## config.mk

```make
export PLATFORM = sky130hd
export DESIGN_NAME = mem_byte_sequencer
export DESIGN_NICKNAME = d
export VERILOG_FILES = /design/src/rtl/mem_byte_sequencer.sv
export SDC_FILE = /design/constraint.sdc
export NUM_CORES = 1
export LEC_CHECK = 0
export ABC_AREA = 0
export BUFFER_PORTS_ARGS = -buffer_cell sky130_fd_sc_hd__buf_2
export CAP_MARGIN = 20
export CORE_MARGIN = 5
export CORE_UTILIZATION = 45
export CTS_CLUSTER_DIAMETER = 150
export CTS_CLUSTER_SIZE = 14
export DETAILED_ROUTE_END_ITERATION = 16
export PLACE_DENSITY = 0.68
export SLEW_MARGIN = 20
export SYNTH_ARGS = -nofsm -noshare
export SYNTH_HDL_FRONTEND = slang
export SYNTH_SLANG_ARGS = --single-unit
```

## constraint.sdc

```tcl
create_clock -name clk -period 2.7 [get_ports clk]
set_input_delay 0.135 -clock clk [delete_from_list [all_inputs] [get_ports clk]]
set_output_delay 0.135 -clock clk [all_outputs]
set_load 0.01 [all_outputs]
```

## src/rtl/mem_byte_sequencer.sv

```systemverilog
// Serialises one RISC-V load/store request into little-endian byte accesses
// on an 8-bit synchronous SRAM port, with load sign/zero extension.
module mem_byte_sequencer #(
    parameter int ADDR_WIDTH = 16
) (
    input  logic                  clk,
    input  logic                  rst,
    input  logic                  start,
    input  logic [31:0]           address,
    input  logic [2:0]            mode,
    input  logic                  write_enable,
    input  logic [31:0]           write_data,
    output logic                  done,
    output logic                  error,
    output logic [31:0]           read_data,
    output logic                  active,
    output logic                  mem_en,
    output logic                  mem_we,
    output logic [ADDR_WIDTH-1:0] mem_addr,
    output logic [7:0]            mem_wdata,
    input  logic [7:0]            mem_rdata
);

    typedef enum logic [1:0] {IDLE, ISSUE, DRAIN, DONE} state_t;

    typedef struct packed {
        logic [ADDR_WIDTH-1:0] addr;
        logic [2:0]            mode;
        logic                  we;
        logic [31:0]           wdata;
    } req_t;

    state_t          state, state_nxt;
    req_t            req;
    logic [1:0]      idx, idx_nxt, last_idx;
    logic [1:0]      mem_lane, cap_lane;
    logic            cap_vld, err_q, reject;
    logic [3:0][7:0] lanes, lanes_full;
    logic [31:0]     ext;

    assign last_idx = req.mode[1] ? 2'd3 : (req.mode[0] ? 2'd1 : 2'd0);
    assign idx_nxt  = idx + 2'd1;

    always_comb begin
        reject = 1'b0;
        if (mode == 3'b011 || mode == 3'b110 || mode == 3'b111) reject = 1'b1;
        if (write_enable && mode[2])                            reject = 1'b1;
        if (mode[1:0] == 2'b01 && address[0])                   reject = 1'b1;
        if (mode == 3'b010 && address[1:0] != 2'b00)            reject = 1'b1;
        if ((address >> ADDR_WIDTH) != 32'd0)                   reject = 1'b1;
    end

    always_ff @(posedge clk or negedge rst) begin
        if (!rst) state <= IDLE;
        else      state <= state_nxt;
    end

    always_comb begin
        state_nxt = state;
        case (state)
            IDLE:  if (start) state_nxt = reject ? DONE : ISSUE;
            ISSUE: if (idx == last_idx) state_nxt = req.we ? DONE : DRAIN;
            DRAIN: state_nxt = DONE;
            DONE:  state_nxt = IDLE;
            default: state_nxt = IDLE;
        endcase
    end

    always_comb begin
        done   = (state == DONE);
        error  = (state == DONE) && err_q;
        active = (state != IDLE);
    end

    // The byte still in flight on mem_rdata during DRAIN is folded in here
    always_comb begin
        lanes_full = lanes;
        if (cap_vld) lanes_full[cap_lane] = mem_rdata;
        case (req.mode)
            3'b000:  ext = {{24{lanes_full[0][7]}}, lanes_full[0]};
            3'b001:  ext = {{16{lanes_full[1][7]}}, lanes_full[1], lanes_full[0]};
            3'b100:  ext = {24'd0, lanes_full[0]};
            3'b101:  ext = {16'd0, lanes_full[1], lanes_full[0]};
            default: ext = lanes_full;
        endcase
    end

    always_ff @(posedge clk or negedge rst) begin
        if (!rst) begin
            req       <= '0;
            idx       <= 2'd0;
            err_q     <= 1'b0;
            mem_en    <= 1'b0;
            mem_we    <= 1'b0;
            mem_addr  <= '0;
            mem_wdata <= 8'd0;
            mem_lane  <= 2'd0;
            cap_vld   <= 1'b0;
            cap_lane  <= 2'd0;
            lanes     <= '0;
            read_data <= 32'd0;
        end else begin
            mem_en   <= 1'b0;
            mem_we   <= 1'b0;
            cap_vld  <= mem_en & ~mem_we;
            cap_lane <= mem_lane;
            if (cap_vld) lanes[cap_lane] <= mem_rdata;
            case (state)
                IDLE: begin
                    idx <= 2'd0;
                    if (start) begin
                        req   <= '{addr: address[ADDR_WIDTH-1:0], mode: mode,
                                   we: write_enable, wdata: write_data};
                        err_q <= reject;
                        if (!reject) begin
                            mem_en    <= 1'b1;
                            mem_we    <= write_enable;
                            mem_addr  <= address[ADDR_WIDTH-1:0];
                            mem_wdata <= write_data[7:0];
                            mem_lane  <= 2'd0;
                        end
                    end
                end
                ISSUE: begin
                    if (idx != last_idx) begin
                        idx       <= idx_nxt;
                        mem_en    <= 1'b1;
                        mem_we    <= req.we;
                        mem_addr  <= req.addr + ADDR_WIDTH'(idx_nxt);
                        mem_wdata <= req.wdata[{idx_nxt, 3'b000} +: 8];
                        mem_lane  <= idx_nxt;
                    end else begin
                        idx <= 2'd0;
                    end
                end
                DRAIN: read_data <= ext;
                default: ;
            endcase
        end
    end

endmodule

```

==> metrics.md <==
| Metric | Value |
|---|---|
| Worst Setup SP | idx[0] |
| Worst slew pin tran | roughly 0.67 ns |
| TNS Setup | 0 ns |
| Via-per-instance ratio | roughly 5.3 |
| Pins Over Slew Limit | 0 |
| Critical path's largest stage delay | 0.51 ns |
| Distinct cell type count after synthesis | between 40 and 50 |
| TritonRoute pass-1 iters | 4 |
| CTS tree | built |
| Antenna violations before repair | 0 |
| Skew final | 0.00924 ns |
| Largest net degree at the start of global routing | 74 |
| Mapped Area | 0.00674 mm2 |
| Crit path max fanout | 7 |
| First-pass GRT wire length | between 20000 and 30000 um |
| Fin crit period | 2.38 ns |
| Yosys top cell area share | 56.4% |
| Crit end category | register |
| Syn Inst Count | 536 |
| RSZ-0062 raised after global routing | false |
| Layout Area Growth over Synthesis | 30.7% |
| Num CTS Buffers | 17 |
| # diodes | 0 |
| Cell Chain, Critical Path | xor2_1 > ha_1 > a21oi_1 > nor3b_1 > xnor2_1 > a21oi_1 > mux2_1 |
| Finished layout cell area | 0.00881 mm2 |
| Max Freq | 421 MHz |
| Worst min-delay path class | in -> reg |
| Residual DRC count | 0 |
| Clk_lat worst skew | 0.42 ns |
| First-iteration detailed-routing DRC count | 275 |
| Ys flop type | dfrtp_1 |
| Vias | 4904 |
| Final hold violations | 0 |
| Post-synth top area cell | dfrtp_1 |
| Critical path arrival | approximately 2.7 ns |
| Max_slew headroom | 55.0% |
| Die H | 132 um |
| Mapped Nets | 622 |
| Sequential share of the synthesized area | a little under three fifths |
| Row cnt | 44 |
| Average wire per standard cell | 17.6 um |
| Syn. warnings | 0 |
| Finished Core Util | 60.4% |
| Critical Path RT | about 3 ns |
| Slowest CP cell | a21oi_1 |
| IO buf count | 139 |
| Share of cells above drive strength 1 | 39.7% |
| Commonest non-fill, non-tap cell in the layout | dfrtp_1 |
| H-tree depth | 4 |
| Outcome | completed |
| Longest Clk Path Bufs | 2 |
| Number of flops mapped to enable cells by yosys | 0 |
| Core area | 0.0146 mm2 |
| GRT overflow | 0 |
| R2R Path Start | idx[0] |
| IO Count | 140 |
| Tcrit/Tclk final | 88.0% |
| Nets | 819 |
| Die Wd | 132 um |
| Post-synthesis register bit count | 152 |
| Reg clk slew, reported paths | about 0.060 ns |
| Initial core utilization | 46.2% |
| CP Launch Type | register |
| Synth async-reset ratio | 100% |
| Hold Path Origin | start |
| Max-cap violations | 0 |
| Placed cell area | 0.00768 mm2 |
| Post-CTS Setup Repair Bufs | 0 |
| Power Total | roughly 11000 uW |
| Leak | 0.00395 uW |
| Die ar. | approximately 0.018 mm2 |
| Antenna viol nets, final | 0 |
| Sequential Area | 0.00380 mm2 |
| Critical path class | reg -> reg |
| CTS root buffer | clkbuf_16 |
| Final wirelength | 16300 um |
| PwrDens | roughly 1300 mW/mm2 |
| Clk sinks | 152 |
| Aggregate global-route resource usage | 19.4% |
| Max VDD drop | 0.651 mV |
| Fill cell count | 1172 |
| Vias in the first global route | 5373 |
| Syn avg cell area | 12.6 um2 |
| Area occupied by multi-input gates | approximately 0.0028 mm2 |
| HPWL Detailed | between 10000 and 15000 um |
| Commonest cells after routing, fill and taps aside | dfrtp_1 (152), buf_2 (138), mux2_2 (105) |
| Final setup violation count | 0 |
| GP Congestion | 0.777 |
| Top cells by area, synth | dfrtp_1 (56%), mux2_2 (18%), mux2_1 (3.2%) |
| CP dominant cell by count | a21oi_1 |
## metrics by stage
| stage | instances | worst slack, ns | hold slack (ns) |
|---|---|---|---|
| 6_report | 929 | 0.324 | 0.0341 |
| 5_1_grt | 929 | 0.181 | 0.0393 |
| 4_1_cts | 929 | 0.324 | 0.0260 |
| 3_5_place_dp | 845 | 0.384 | 0.199 |
| 3_3_place_gp | 845 | 0.425 | 0.185 |
| 2_1_floorplan | 536 | 0.394 | -0.161 |
## worst max-delay path: cells and delay by family (launching register included)
family                     cells  cell delay, ns
muxes                          1            0.29
DFF                            1            0.40
and+or+nand+nor                1            0.15
xor gates and xnor gates       2            0.51
AOI/OAI and AO/OA              2            0.61
adders and majority gates      1            0.30
## cells by family (layout without fill, tap and decap cells)
logic type      after synthesis  in the layout  synth area share [%]
flops                       152            152                  56.4
mux                         129            129                  21.8
simple gates                118            118                  8.11
compound gates               79             79                  7.91
buf+inv                      36            245                  2.36
xor+xnor                     15             15                  1.95
fa+ha+maj                     7              7                  1.41
## path summary, 6_finish.rpt
path | end | slack [ns] | cells after the start
min in group asynchronous | read_data[22] | 0.30 | 2
worst min-delay path | err_q | 0.03 | 3
worst min register to register | cap_lane[1] | 0.38 | 0
worst max register to register | mem_addr[5] | 0.32 | 7
max in group asynchronous | req[35] | 1.46 | 3
worst max-delay path | mem_addr[5] | 0.32 | 7
## Yosys cell counts, types with 7 or more instances
cell type    n
inv_1        7
o21ai_0     12
nor4_1       8
xnor2_1     12
clkbuf_1    17
a21oi_1     34
dfrtp_1    152
o21a_1       7
nand2_1     33
nor2_1      47
mux2_2     105
mux2_1      19
o22a_1       8
## state kept, by name, indices dropped and copies added (netlist names)
signal,cells
cap_lane,2
cap_vld,1
err_q,1
idx,2
lanes,32
mem_addr,16
mem_en,1
mem_lane,2
mem_wdata,8
mem_we,1
read_data,32
req,52
state,2
## layer usage
| layer | share of wire (%) | vias to the layer above | global-route usage, % |
|---|---|---|---|
| met5 | 0 | - | 0 |
| met4 | 1.5 | 0 | 6.22 |
| met3 | 5.0 | 18 | 5.11 |
| met2 | 49 | 132 | 31.7 |
| met1 | 44 | 2460 | 25.2 |
| li1 | - | 2294 | - |
## timing repair
action                                  CTS  global route
gates resized for setup                   0             0
hold endpoints to repair                123             0
endpoints found under the setup margin    0             0
hold buffers                             53             0
## power by group
| group | total, uW | internal (uW) | switching, uW |
|---|---|---|---|
| Combinational | 4500 | 2250 | 2250 |
| Sequential | 4140 | 3450 | 687 |
| Clock | 2400 | 1500 | 893 |
## layout make-up
type,instances,area share (%)
Tap cell,184,2.61
Clock buffer,25,5.85
Sequential cell,152,43.2
Multi-Input combinational cell,348,31.6
Timing Repair Buffer,206,15.5
Inverter,8,0.341
Clock inverter,6,0.994
Power figures use the tool's default switching activity.
